==> config.mk <==
export PLATFORM = sky130hd
export DESIGN_NAME = mantissa_aligner
export DESIGN_NICKNAME = d
export VERILOG_FILES = /design/src/rtl/fpu_pkg.sv /design/src/rtl/align_shift_step.sv /design/src/rtl/mantissa_aligner.sv
export SDC_FILE = /design/constraint.sdc
export NUM_CORES = 1
export LEC_CHECK = 0
export CORE_UTILIZATION = 40
export DETAILED_ROUTE_END_ITERATION = 12
export PLACE_DENSITY = 0.74
export SETUP_SLACK_MARGIN = 0.05
export SLEW_MARGIN = 20
export SYNTH_ARGS = -nofsm -noshare
export SYNTH_HDL_FRONTEND = slang
export SYNTH_SLANG_ARGS = --single-unit
==> constraint.sdc <==
create_clock -name Clk -period 2.9 [get_ports Clk]
set_clock_uncertainty 0.2 [all_clocks]
set_input_delay 0.87 -clock Clk [delete_from_list [all_inputs] [get_ports Clk]]
set_output_delay 0.87 -clock Clk [all_outputs]
set_load 0.005 [all_outputs]
==> src/rtl/fpu_pkg.sv <==
// fpu_pkg: shared FPU format constants, alignment limits and the aligner state type
package fpu_pkg;
  localparam int HALF_EXP = 5;
  localparam int HALF_MANT = 10;
  localparam int SINGLE_EXP = 8;
  localparam int SINGLE_MANT = 23;
  localparam int DOUBLE_EXP = 11;
  localparam int DOUBLE_MANT = 52;
  localparam int MAX_ALIGN_SHIFT = SINGLE_MANT + 4;
  typedef enum logic [1:0] {IDLE, SHIFT, DONE} align_state_t;
  function automatic int max_align_shift(input int mant);
    return mant + 4;
  endfunction
endpackage

==> src/rtl/align_shift_step.sv <==
// align_shift_step: one bounded right-shift step with OR of the bits shifted out (FPU_ALIGN_STICKY_EN)
module align_shift_step #(
  parameter int W = 26,
  parameter int STEP = 4,
  parameter int AW = $clog2(STEP + 1)
) (
  input  logic [W-1:0]  din,
  input  logic [AW-1:0] amt,
  output logic [W-1:0]  dout
`ifdef FPU_ALIGN_STICKY_EN
  , output logic        lost
`endif
);
  // zeros enter at the MSB; lost collects whatever falls off bit 0
  always_comb begin
    dout = din >> amt;
`ifdef FPU_ALIGN_STICKY_EN
    lost = |(din & ~({W{1'b1}} << amt));
`endif
  end
endmodule

==> src/rtl/mantissa_aligner.sv <==
// mantissa_aligner: multi-cycle significand alignment with guard/round/sticky (sticky gated by FPU_ALIGN_STICKY_EN)
module mantissa_aligner #(
  parameter int ExponentSize = 8,
  parameter int MantissaSize = 23,
  parameter int ShiftStep = 4
) (
  input  logic                      Clk,
  input  logic                      Reset,
  input  logic                      InValid,
  output logic                      InReady,
  input  logic [ExponentSize-1:0]   Exponent1,
  input  logic [ExponentSize-1:0]   Exponent2,
  input  logic [MantissaSize:0]     Mantissa1,
  input  logic [MantissaSize:0]     Mantissa2,
  input  logic [ExponentSize-4:0]   Difference,
  input  logic                      Sign,
  output logic                      OutValid,
  input  logic                      OutReady,
  output logic [MantissaSize:0]     LargeMantissa,
  output logic [MantissaSize+2:0]   AlignedMantissa,
  output logic                      Sticky,
  output logic [ExponentSize-1:0]   CommonExponent,
  output logic                      Swapped
);
  import fpu_pkg::*;
  localparam int W = MantissaSize + 3;
  localparam int MAX = max_align_shift(MantissaSize);
  localparam int RW = $clog2(MAX + 1);
  localparam int SW = $clog2(ShiftStep + 1);
  align_state_t state;
  logic [RW-1:0] rem, rem_load;
  logic [SW-1:0] step;
  logic [W-1:0] work, work_next;
`ifdef FPU_ALIGN_STICKY_EN
  logic lost, sticky_q;
`endif
  // clamp the incoming distance and pick this cycle's step size
  always_comb begin
    rem_load = RW'(32'(Difference) > 32'(MAX) ? 32'(MAX) : 32'(Difference));
    step = SW'(32'(rem) > 32'(ShiftStep) ? 32'(ShiftStep) : 32'(rem));
  end
  align_shift_step #(.W(W), .STEP(ShiftStep), .AW(SW)) u_step (
    .din  (work),
    .amt  (step),
    .dout (work_next)
`ifdef FPU_ALIGN_STICKY_EN
    , .lost (lost)
`endif
  );
  // accept in IDLE, shift until nothing remains, hold the result until taken
  always_ff @(posedge Clk or posedge Reset) begin
    if (Reset) begin
      state <= IDLE;
      rem <= '0;
      work <= '0;
      LargeMantissa <= '0;
      CommonExponent <= '0;
      Swapped <= 1'b0;
`ifdef FPU_ALIGN_STICKY_EN
      sticky_q <= 1'b0;
`endif
    end else begin
      case (state)
        IDLE: if (InValid) begin
          LargeMantissa <= Sign ? Mantissa1 : Mantissa2;
          work <= {Sign ? Mantissa2 : Mantissa1, 2'b00};
          CommonExponent <= Sign ? Exponent1 : Exponent2;
          Swapped <= ~Sign;
          rem <= rem_load;
`ifdef FPU_ALIGN_STICKY_EN
          sticky_q <= 1'b0;
`endif
          state <= (rem_load == '0) ? DONE : SHIFT;
        end
        SHIFT: begin
          work <= work_next;
          rem <= rem - RW'(step);
`ifdef FPU_ALIGN_STICKY_EN
          sticky_q <= sticky_q | lost;
`endif
          state <= (rem == RW'(step)) ? DONE : SHIFT;
        end
        DONE: if (OutReady) state <= IDLE;
        default: state <= IDLE;
      endcase
    end
  end
  assign InReady = state == IDLE;
  assign OutValid = state == DONE;
  assign AlignedMantissa = work;
`ifdef FPU_ALIGN_STICKY_EN
  assign Sticky = sticky_q;
`else
  assign Sticky = 1'b0;
`endif
endmodule

# Yosys cells after proc, flatten, opt, wreduce, memory -nomap -nowiden
# Index checks and enable logic that the tools add are counted.
# word_totals
register_bits	66
in_bits	74
wordCells	36
# op_classes
eq_ne	5
bitwise	1
reduce_logical	6
mux	14
add_sub_neg	1
shift	1
order_cmp	2
# op_table
op	n
$pmux 26 s2	1
$mux 24	2
$mux 26	1
$shr 26x3->26	1
$mux 5	2
$pmux 5 s2	1
$mux 2	4
$mux 8	1
$pmux 2 s3	1
$reduce_and 2->1	3
$eq 5x3->1	1
$gt 5x3->1 const B	1
$gt 5x5->1 const B	1
$logic_not 5->1	1
$sub 5x3->5	1
$mux 3	1
$eq 2x1->1 const B	1
$eq 2x2->1 const B	1
$logic_not 2->1	1
$ne 2x1->1 const B	1
$ne 2x2->1 const B	1
$reduce_bool 2->1	1
$not 1->1	1

# Longest topological paths before layout
# Gate-level depths: netlist (run 1).
# depth
depth_word	6
depth_mapped	8
mapped_depth_nobuf	6

# Cells and area by module
# Synthesis (run 1) repeated with hierarchy kept, for this count alone.
# unflattened
cells_unflattened	467
area_unflattened_um2	4426.7
# by_module_without_submodules
module	instances	area_each_um2	cells_per_inst	seq_area_each_um2
mantissa_aligner	1	3572.2	353	1651.6
align_shift_step	1	854.6	114	0.0

# Worst setup path before layout (run 1)
# Ideal clock, no wire load.
# synth_timing
kind	input port to flip-flop
start	input port Difference[3]
end	register state[1]
required_ns	2.624
slack_ns	0.790
setup_ns	0.076
arrival_ns	1.834
cell_stages	4
path_cell_list	or4_1 nor4b_1 a21oi_1 o21ai_1
# synth_between
elab_chain_len	6
# synth_rtl
element	line_no	source
start, declared	mantissa_aligner.sv:15	input logic [ExponentSize-4:0] Difference,
$gt 5x5->1	mantissa_aligner.sv:39	rem_load = RW'(32'(Difference) > 32'(MAX) ? 32'(MAX) : 32'(Difference));
$mux 5 *	mantissa_aligner.sv:39	
$logic_not 5->1 *	mantissa_aligner.sv:73	state <= (rem_load == '0) ? DONE : SHIFT;
$mux 2 *	mantissa_aligner.sv:73	
$mux 2 *	mantissa_aligner.sv:64	IDLE: if (InValid) begin
$pmux 2 s3 *	mantissa_aligner.sv:63	case (state)
end signal, assigned	mantissa_aligner.sv:73	
end signal, assigned	mantissa_aligner.sv:81	state <= (rem == RW'(step)) ? DONE : SHIFT;
end, declared	mantissa_aligner.sv:30	align_state_t state;
# Mark *: on every way between the ends. The rest lies on a longest branch, timed or not. The select of a mux whose other input is x is not followed.
# A chain may end at the register's enable or synchronous reset.

# Final worst setup path (run 1)
# layout_timing
start	register state[0]
end	output port InReady
# layout_between
elab_chain_len	1
# layout_rtl
element	line_no	source
$logic_not 2->1	mantissa_aligner.sv:88	assign InReady = state == IDLE;
end, declared	mantissa_aligner.sv:10	output logic InReady,
# Every way passes these cells.

==> run summary, run 1 <==
power density normalized to cell area - 970 nW/um^2
number of clock buffers inserted by TritonCTS - 9
largest family of logic cells by synthesized area - multiplexers
multi-input combinational cell area - 2240 sq um
xor and xnor area share after synthesis - 0
final setup vio count - 0
final-layout fill cell count - 893
number of warnings issued by yosys - 0
GP Congestion - 0.871
nets@finish - 609
leading cell types by total area after synthesis - sky130_fd_sc_hd__dfrtp_1 40%, sky130_fd_sc_hd__mux2i_1 10%, sky130_fd_sc_hd__mux4_2 9.9%
drc violations - 0
Resized Gates After CTS - 0
critical path startpoint category - register
Synth area leader - sky130_fd_sc_hd__dfrtp_1
count of standard-cell rows - 36
nets in the synthesized netlist - 490
Crit Path Class - reg2out
mean number of vias per cell - 5.44
max-capacitance violation count - 0
number of vias after detailed routing - 3,647
number of unique standard cell types used by synthesis - 42
number of antenna cells inserted - 0
Hold Crit Start - CommonExponent[5]
core region area - 9820 sq um
die span in x - 103 um
TritonCTS clock tree - built
first-pass GRT wire length - 16,900 um
outcome - completed
Global Route Usage Sum - 0.208
worst slew margin relative to its limit - 0.504
Antenna Violating Nets Remaining - 0
worst reg2reg path depth - 6
Simple-Gate Fraction of Synth Area - 0.137
vias in the first global route - 3,459
total of buffers placed on input and output ports - 134
pin count of the biggest net entering global routing - 91
syn_area_per_cell - 9.85 sq um
Least-Margin Pin Slew - 742 ps
average wire per standard cell - 16.0 um
cell depth of the worst hold path - 2
total count of max-transition violations in the final report - 0
H-tree depth - 3
Adder-Cell Fraction of Synth Area - 0.00306
Detailed Place HPWL - 7560 um
Hold WC Path Type - reg2reg
fraction of synthesized area in multiplexers - 0.263
RSZ-0062 raised after global routing - false
destination of the worst register-to-register timing path - rem[4]
share of final-layout standard cells stronger than drive strength 1 - 0.130
effective utilization at floorplan - 0.416
sequential area share after synthesis - 0.404
first-pass iteration count of the detailed router - 4
count of pins on the block boundary - 136
overall die area - 10,600 sq um
portion of the clock cycle consumed by the worst path in the final layout - 0.958
EDFF count, synth - 0
Iter 0 DRT Violations - 210
final core area utilization - 0.581
FF-to-FF Start - rem[2]
Total Wirelength - 10,700 um
CP Data Arrival Time - 1710 ps
Static Leak - 2.32 nW
Critical Path Sink Type - output pin
total setup buffers inserted after CTS - 0
antenna violations before repair - 0
fraction of registers with async set/reset - 1.00
count of final hold-check violations - 0
area added between synthesis and finish - 39.6%
number of hold-repair buffers added at the cts stage - 0
overflow left after global routing - 0
accumulated negative setup slack - 0 ps
synthesized cell area - 4090 sq um
Synth Area in Compound Gates - 0.142
data required time at the worst endpoint - 1830 ps
most used flip-flop cell after synthesis - sky130_fd_sc_hd__dfrtp_1
clock latency on the worst-skew pair - 350 ps
clock transition at the registers of the reported paths - 70 ps
maximum fanout encountered on the critical timing path - 12
maximum operating frequency - 360 MHz
Max Root-Sink Buffers - 2
Sequential Area - 1650 sq um
Total Power Consumption - 5.53 mW
Cells after Synth - 415
clock sink count - 66
slack of the worst reg-to-reg path - 710 ps
count of state elements after synthesis - 66
die span in y - 103 um
Clk Tree Root Cell - sky130_fd_sc_hd__clkbuf_8
minimum period implied by the final worst setup slack - 2780 ps
Synth top area share - 0.404
largest vdd supply drop - 588 uV
hold endpoint - CommonExponent[5]
metal layers:
layer  part of all wire  vias up  GRT usage
met2               0.50      115      0.351
met3              0.066       16     0.0400
met1               0.42     1769      0.267
li1                   -     1747          -
met4              0.019        0     0.0769
met5                  0        -          0
how the worst max path moves through the flow:
stage | slack, ps | to | startpoint
4_1_cts | 120 | InReady | state[0]
2_1_floorplan | 180 | AlignedMantissa[0] | Reset
5_1_grt | 60 | InReady | state[0]
3_3_place_gp | 250 | state[1] | Difference[3]
3_5_place_dp | 200 | state[1] | Difference[3]
6_report | 120 | InReady | state[0]
metrics by stage:
stage,std cells,instance area (sq um),hold WS [ps],setup WS (ps)
floorplan,415,4090,270,175
global placement,656,5520,263,254
detailed placement,656,5520,272,198
CTS,671,5700,288,125
global route,671,5700,312,59.6
finish,671,5700,282,123
power by group:
group	switching [mW]	internal, mW
combinational	1.21	1.65
sequential	0.546	1.37
clock	0.346	0.414
worst max-delay path, stage by stage (launching register included):
cell and delay (ps):
sky130_fd_sc_hd__dfrtp_1 500, sky130_fd_sc_hd__nor2_1 300, sky130_fd_sc_hd__clkdlybuf4s50_1 560
kinds of logic (layout without fill, tap and decap cells):
| family | count (synthesis) | after routing |
|---|---|---|
| and+or+nand+nor | 127 | 127 |
| DFF | 66 | 66 |
| other | 2 | 2 |
| muxes | 82 | 82 |
| buffers and inverters | 40 | 163 |
| adders and majority gates | 1 | 1 |
| AOI/OAI and AO/OA | 97 | 97 |
cell usage after synthesis, drive strengths merged, types with 2 or more instances:
cell / n
a21oi: 14
a22oi: 2
a31oi: 3
a32oi: 2
buf: 20
clkbuf: 16
conb: 2
dfrtp: 66
inv: 4
mux2: 22
mux2i: 42
mux4: 18
nand2: 45
nand2b: 3
nand3: 2
nor2: 43
nor2b: 3
nor3: 21
nor4: 2
nor4b: 2
o21ai: 47
o22ai: 20
layout by cell type, fill, tap and decap left out, types with 2 or more instances in the layout:
cell,synthesis,routed
sky130_fd_sc_hd__mux2_2,22,22
sky130_fd_sc_hd__a22oi_1,2,2
sky130_fd_sc_hd__a31oi_1,3,3
sky130_fd_sc_hd__buf_4,3,7
sky130_fd_sc_hd__buf_12,0,3
sky130_fd_sc_hd__nor4b_1,2,2
sky130_fd_sc_hd__nand2_1,44,43
sky130_fd_sc_hd__nor3_1,21,21
sky130_fd_sc_hd__clkinv_2,0,2
sky130_fd_sc_hd__mux4_2,18,18
sky130_fd_sc_hd__nor4_1,2,2
sky130_fd_sc_hd__dfrtp_1,66,65
sky130_fd_sc_hd__clkdlybuf4s50_1,0,133
sky130_fd_sc_hd__conb_1,2,2
sky130_fd_sc_hd__nor2_1,43,43
sky130_fd_sc_hd__nor2b_1,3,3
sky130_fd_sc_hd__nand3_1,2,2
sky130_fd_sc_hd__o22ai_1,20,20
sky130_fd_sc_hd__clkbuf_8,0,10
sky130_fd_sc_hd__o21ai_1,2,2
sky130_fd_sc_hd__mux2i_1,42,42
sky130_fd_sc_hd__clkbuf_1,16,2
sky130_fd_sc_hd__inv_1,4,3
sky130_fd_sc_hd__o21ai_0,45,45
sky130_fd_sc_hd__a21oi_1,14,14
sky130_fd_sc_hd__nand2b_1,3,3
sky130_fd_sc_hd__a32oi_1,2,2
sequential cells by signal, summed over array words and instances (netlist names):
register / cells
AlignedMantissa: 26
CommonExponent: 8
LargeMantissa: 24
Swapped: 1
rem: 5
state: 2
cell type report:
type                    instances  share of cell area
multi-input cells             309               0.392
flip-flops and latches         66               0.290
repair buffers                144               0.254
well taps                     133              0.0292
clock buffers                  12              0.0254
clock inverters                 3             0.00702
inverters                       4             0.00263
Note: power is estimated with default switching activity, not from simulation.
==> inputs of run 2 (changes only) <==
- ABC_AREA: not set -> 1
- CTS_CLUSTER_DIAMETER: not set -> 200
==> run 2 against run 1 <==
  * Fmax increased by 7.4%
  * Global-route usage increased by 3.4 points
  * Non-clock buffer count increased by 5
  * Synthesized area increased by 4.7%
  * Critical path type unchanged
==> run summary, run 2 <==
number of antenna cells inserted - 0 (unchanged)
final-layout fill cell count - 978 (+9.5%)
Static Leak - 2.70 nW (+16%)
worst-path cell chain - nor2_2 -> clkdlybuf4s50_1
CP Data Arrival Time - 1520 ps (-190 ps)
fraction of synthesized area in multiplexers - 0 (-0.263)
count of final hold-check violations - 0 (unchanged)
overflow left after global routing - 0 (unchanged)
worst hold slack across all endpoints - 321 ps (+39.2 ps)
pin count of the biggest net entering global routing - 45 (-51%)
data required time at the worst endpoint - 1830 ps (about the same)
outcome - completed
area added between synthesis and finish - 37.1%
H-tree depth - 3 (unchanged)
Total Wirelength - 13,600 um (+27%)
flip-flop count of the largest register, all copies and words added - 26 (unchanged)
Resized Gates After CTS - 0 (unchanged)
Synth area leader - sky130_fd_sc_hd__dfrtp_1
maximum operating frequency - 387 MHz (+7.4%)
Adder-Cell Fraction of Synth Area - 0.00292 (-0.000139)
accumulated negative setup slack - 0 ps (unchanged)
Antenna Violating Nets Remaining - 0 (unchanged)
synthesized cell area - 4280 sq um (+4.7%)
minimum period implied by the final worst setup slack - 2590 ps (-192 ps)
nets@finish - 835 (+37%)
mean number of vias per cell - 5.46 (+0.47%)
Max Root-Sink Buffers - 2 (unchanged)
TritonCTS clock tree - built
count of pins on the block boundary - 136 (unchanged)
Synth Area in Compound Gates - 0.103 (-0.0383)
xor and xnor area share after synthesis - 0 (unchanged)
fraction of registers with async set/reset - 1.00 (unchanged)
number of vias after detailed routing - 4,909 (+35%)
Cells after Synth - 645 (+55%)
critical path startpoint category - register
total of buffers placed on input and output ports - 134 (unchanged)
Least-Margin Pin Slew - 545 ps (-198 ps)
leading cell types by total area after synthesis - sky130_fd_sc_hd__dfrtp_1 39%, sky130_fd_sc_hd__nand2_1 20%, sky130_fd_sc_hd__nand3_1 13%
worst slew margin relative to its limit - 0.636 (+0.132)
EDFF count, synth - 0 (unchanged)
most instantiated cells after synthesis - 231 x sky130_fd_sc_hd__nand2_1, 110 x sky130_fd_sc_hd__nand3_1, 66 x sky130_fd_sc_hd__dfrtp_1
die span in y - 105 um (+2.3%)
final setup vio count - 0 (unchanged)
core region area - 10,400 sq um (+5.6%)
clock latency on the worst-skew pair - 350 ps (about the same)
total count of max-transition violations in the final report - 0 (unchanged)
number of clock buffers inserted by TritonCTS - 9 (unchanged)
power density normalized to cell area - 1050 nW/um^2 (+8.8%)
Top delay family on crit path - buffers and inverters
most used standard cell by instance count after synthesis - sky130_fd_sc_hd__nand2_1
GP Congestion - 0.887 (+1.8%)
Crit path buffers/inverters - 1 (unchanged)
most common cell after layout, fill and taps aside - sky130_fd_sc_hd__nand2_1
count of standard-cell rows - 37 (+2.8%)
Clk Tree Root Cell - sky130_fd_sc_hd__clkbuf_8
slack of the worst reg-to-reg path - 580 ps (-130 ps)
syn_area_per_cell - 6.64 sq um (-33%)
maximum fanout encountered on the critical timing path - 4 (-8)
clock sink count - 66 (unchanged)
Hold WC Path Type - reg2reg
largest vdd supply drop - 530 uV (-9.9%)
nets in the synthesized netlist - 720 (+47%)
Crit Path Class - reg2out
Critical Path Sink Type - output pin
most frequent cells in the layout - 231 x sky130_fd_sc_hd__nand2_1, 133 x sky130_fd_sc_hd__clkdlybuf4s50_1, 110 x sky130_fd_sc_hd__nand3_1
overall die area - 11,100 sq um (+4.7%)
multi-input combinational cell area - 2240 sq um (+0.28%)
total setup buffers inserted after CTS - 0 (unchanged)
first-pass iteration count of the detailed router - 5 (+1)
Simple-Gate Fraction of Synth Area - 0.414 (+0.277)
portion of the clock cycle consumed by the worst path in the final layout - 0.892 (-0.0661)
drc violations - 0 (unchanged)
Synth top area share - 0.386 (-0.0183)
Slowest Stage Delay on Critical Path - 550 ps (about the same)
Iter 0 DRT Violations - 393 (+87%)
Detailed Place HPWL - 9860 um (+31%)
average wire per standard cell - 15.1 um (-5.2%)
master of the slowest instance on the critical path - sky130_fd_sc_hd__clkdlybuf4s50_1
clock transition at the registers of the reported paths - 70 ps (about the same)
final core area utilization - 0.566 (-0.0149)
effective utilization at floorplan - 0.413 (-0.00339)
antenna violations before repair - 0 (unchanged)
number of hold-repair buffers added at the cts stage - 0 (unchanged)
first-pass GRT wire length - 21,500 um (+27%)
number of warnings issued by yosys - 0 (unchanged)
RSZ-0062 raised after global routing - false
Total Power Consumption - 6.19 mW (+12%)
max-capacitance violation count - 0 (unchanged)
share of final-layout standard cells stronger than drive strength 1 - 0.0550 (-0.0751)
largest family of logic cells by synthesized area - simple AND/OR/NAND/NOR gates
number of unique standard cell types used by synthesis - 28 (-33%)
Sequential Area - 1650 sq um (about the same)
most used flip-flop cell after synthesis - sky130_fd_sc_hd__dfrtp_1
die span in x - 105 um (+2.3%)
count of state elements after synthesis - 66 (unchanged)
Global Route Usage Sum - 0.242 (+0.0339)
vias in the first global route - 4,548 (+31%)
sequential area share after synthesis - 0.386 (-0.0183)
==> run 2: cell types whose count changed after synthesis, sizes merged, moves of 14 or more <==
cell and change:
a21oi +14, a31oi +30, inv +42, mux2 -22, mux2i -42, mux4 -18
nand2 +187, nand3 +110, nand4 +21, nor3 -20, o21ai -41, o22ai -18
==> run 2: metal layers <==
metal / track usage / share of wire / vias up
met1: 0.315 / 0.42 / 2283
met4: 0.0946 / 0.019 / 0
met5: 0 / 0 / -
met2: 0.395 / 0.48 / 236
li1: - / - / 2364
met3: 0.0489 / 0.081 / 26
==> run 2: where the power goes <==
group / switching, mW / total, mW / leakage (nW) / internal (mW)
Clock: 0.355 / 0.676 / 0.0810 / 0.321
Combinational: 2.02 / 3.67 / 1.85 / 1.65
Sequential: 0.436 / 1.84 / 0.767 / 1.41
==> run 2: cells by family after synthesis <==
logic type                 Yosys count
adders and majority gates            1
AOI/OAI and AO/OA                   76
other                                2
and+or+nand+nor                    409
buffers and inverters               91
DFF                                 66
==> run 2: cell type report <==
| cell class | instances | share of cell area |
|---|---|---|
| clock buffers | 11 | 0.0241 |
| clock inverters | 3 | 0.00298 |
| inverters | 46 | 0.0294 |
| multi-input cells | 488 | 0.382 |
| flip-flops and latches | 66 | 0.281 |
| well taps | 136 | 0.0290 |
| repair buffers | 149 | 0.251 |
==> run 2: worst paths after layout <==
path | endpoint | cells after the start | from
worst min register to register | AlignedMantissa[0] | 2 | AlignedMantissa[0]
min in group asynchronous | LargeMantissa[20] | 2 | Reset
max in group asynchronous | rem[3] | 3 | Reset
worst max register to register | AlignedMantissa[9] | 7 | rem[4]
worst min-delay path | AlignedMantissa[0] | 2 | AlignedMantissa[0]
worst max-delay path | InReady | 2 | state[0]
==> run 2: stage by stage <==
| step | std cells | instance area [sq um] | setup slack, ps |
|---|---|---|---|
| 2_1_floorplan | 645 | 4280 | 175 |
| 3_3_place_gp | 885 | 5710 | 400 |
| 3_5_place_dp | 885 | 5710 | 371 |
| 4_1_cts | 899 | 5870 | 309 |
| 5_1_grt | 899 | 5870 | 242 |
| 6_report | 899 | 5870 | 314 |
==> run 2: worst min-delay path, cell delays in order (launching register included) <==
cell and delay (ps):
sky130_fd_sc_hd__dfrtp_1 380, sky130_fd_sc_hd__nand2_1 60, sky130_fd_sc_hd__nand2_1 60
==> inputs of run 3 (changes only) <==
- CORE_MARGIN: not set -> 5
- RECOVER_POWER: not set -> 50
==> run 3 against run 2 <==
  * Fmax rose by 0.80%
  * Design area rose by 0.85%
  * Die area rose by 16%
  * Largest cell class unchanged
  * Final cell count rose by 0.11%
  * Highest routed layer unchanged
  * First-iteration DRC count fell by 8.1%
  * Worst hold slack got worse by 15 ps
==> run summary, run 3 (synthesis gave the netlist of run 2 again) <==
drc violations - 0 (unchanged)
Iter 0 DRT Violations - 361 (-8.1%)
Least-Margin Pin Slew - 785 ps (+240 ps)
overall die area - 12,900 sq um (+16%)
core region area - 10,400 sq um (unchanged)
vias in the first global route - 4,572 (+0.53%)
most common cell after layout, fill and taps aside - sky130_fd_sc_hd__nand2_1
die span in y - 113 um (+7.6%)
H-tree depth - 3 (unchanged)
CP Data Arrival Time - 1500 ps (-20 ps)
count of pins on the block boundary - 136 (unchanged)
number of clock buffers inserted by TritonCTS - 9 (unchanged)
slack of the worst reg-to-reg path - 630 ps (+50 ps)
RSZ-0062 raised after global routing - false
data required time at the worst endpoint - 1830 ps (about the same)
critical path startpoint category - register
Clk Tree Root Cell - sky130_fd_sc_hd__clkbuf_8
Hold Crit Start - AlignedMantissa[0]
max-capacitance violation count - 0 (unchanged)
minimum period implied by the final worst setup slack - 2570 ps (-20.4 ps)
combinational fraction of design power - 0.579 (-0.014)
Top delay family on crit path - buffers and inverters
switching power - 2.84 mW (+1.0%)
total count of max-transition violations in the final report - 0 (unchanged)
total placed cells including tap cells - 884 (-0.11%)
Detailed Place HPWL - 10,100 um (+2.9%)
average wire per standard cell - 15.5 um (+2.7%)
antenna violations before repair - 0 (unchanged)
Max Root-Sink Buffers - 2 (unchanged)
number of antenna cells inserted - 0 (unchanged)
flip-flop count of the largest register, all copies and words added - 26 (unchanged)
Hold WC Path Type - reg2reg
Crit path buffers/inverters - 1 (unchanged)
destination of the worst register-to-register timing path - AlignedMantissa[8]
power density normalized to cell area - 1080 nW/um^2 (+2.5%)
Total Wirelength - 14,000 um (+2.8%)
final setup vio count - 0 (unchanged)
portion of the clock cycle consumed by the worst path in the final layout - 0.885 (-0.00704)
largest vdd supply drop - 498 uV (-6.0%)
most frequent cells in the layout - 231 x sky130_fd_sc_hd__nand2_1, 131 x sky130_fd_sc_hd__clkdlybuf4s50_1, 110 x sky130_fd_sc_hd__nand3_1
clock transition at the registers of the reported paths - 70 ps (about the same)
worst-path cell chain - nor2_2 -> clkdlybuf4s50_1
total of buffers placed on input and output ports - 134 (unchanged)
master of the slowest instance on the critical path - sky130_fd_sc_hd__clkdlybuf4s50_1
Critical Path Sink Type - output pin
first-pass GRT wire length - 22,800 um (+5.9%)
Resized Gates After CTS - 0 (unchanged)
Crit Path Class - reg2out
non-filler instance count after layout - 900 (+0.11%)
hold endpoint - AlignedMantissa[0]
maximum operating frequency - 390 MHz (+0.80%)
number of hold-repair buffers added at the cts stage - 0 (unchanged)
number of vias after detailed routing - 4,858 (-1.0%)
worst slew margin relative to its limit - 0.477 (-0.160)
clock sink count - 66 (unchanged)
Int Pwr - 3.56 mW (+5.4%)
maximum fanout encountered on the critical timing path - 4 (unchanged)
Global Route Usage Sum - 0.217 (-0.0248)
TritonCTS clock tree - built
outcome - completed
cell depth of the worst hold path - 2 (unchanged)
area added between synthesis and finish - 38.3%
share of final-layout standard cells stronger than drive strength 1 - 0.0537 (-0.00138)
worst reg2reg path depth - 7 (unchanged)
Static Leak - 2.72 nW (+0.79%)
die span in x - 113 um (+7.6%)
mean number of vias per cell - 5.40 (-1.1%)
Slowest Stage Delay on Critical Path - 550 ps (about the same)
accumulated negative setup slack - 0 ps (unchanged)
part of the power in registers - 0.285 (-0.013)
pin count of the biggest net entering global routing - 67 (+49%)
Antenna Violating Nets Remaining - 0 (unchanged)
clock latency on the worst-skew pair - 340 ps (about the same)
Clk pwr share - 0.135 (+0.026)
count of standard-cell rows - 37 (unchanged)
GP Congestion - 0.871 (-1.7%)
overflow left after global routing - 0 (unchanged)
count of final hold-check violations - 0 (unchanged)
nets@finish - 834 (-0.12%)
first-pass iteration count of the detailed router - 6 (+1)
FF-to-FF Start - rem[4]
effective utilization at floorplan - 0.413 (unchanged)
total setup buffers inserted after CTS - 0 (unchanged)
sw frac - 0.444 (-0.0105)
run 3: cell types whose count changed in the layout (fill, tap and decap cells not counted), sizes merged:
cell           change
bufinv             +2
dlygate4sd3        +2
clkdlybuf4s50      -2
buf                -3
clkinvlp           +1
clkinv             +1
run 3: worst max-delay path by stage:
stage | from | to | cells after the start
5_1_grt | InValid | LargeMantissa[9] | 6
6_report | state[0] | InReady | 2
3_5_place_dp | InValid | AlignedMantissa[20] | 10
2_1_floorplan | Reset | AlignedMantissa[0] | 1
4_1_cts | state[0] | InReady | 2
3_3_place_gp | InValid | AlignedMantissa[21] | 10
run 3: area by class of cell:
type | instances | area, sq um
fill | 994 | 4450
multi-input combinational | 488 | 2230
clock inverter | 7 | 93.8
clock buffer | 9 | 124
inverter | 46 | 173
sequential | 66 | 1650
tap | 136 | 170
timing repair buffer | 148 | 1470
run 3: layer usage:
metal | wire length, um | global-route usage | up-vias
met5 | 0 | 0 | -
met4 | 181 | 0.0681 | 0
met3 | 1220 | 0.0493 | 15
met2 | 6710 | 0.351 | 226
met1 | 5880 | 0.292 | 2251
li1 | - | - | 2366
run 3: metrics by stage:
| step | util | setup WS (ps) | cell area, sq um | hold WS [ps] | total power [mW] |
|---|---|---|---|---|---|
| 6_report | 0.571 | 335 | 5920 | 306 | 6.40 |
| 2_1_floorplan | - | 175 | 4280 | 272 | 3.89 |
| 4_1_cts | 0.572 | 315 | 5930 | 305 | 6.42 |
| 3_5_place_dp | 0.551 | 382 | 5720 | 286 | 5.53 |
| 5_1_grt | 0.571 | 232 | 5920 | 351 | 6.94 |
| 3_3_place_gp | 0.551 | 421 | 5720 | 295 | 5.45 |
run 3: power by group through the flow:
stage | registers, mW | clock network, mW | logic [mW]
final | 1.83 | 0.867 | 3.71
after global routing | 1.90 | 0.921 | 4.12
after CTS | 1.83 | 0.883 | 3.71
after detailed placement | 1.84 | 0 | 3.70
after global placement | 1.83 | 0 | 3.62
after floorplan | 1.77 | 0 | 2.13
run 3: worst register-to-register path, delay by kind of cell (launching register included):
family,cells,cell delay (ps)
DFF,1,440
and+or+nand+nor,7,1560
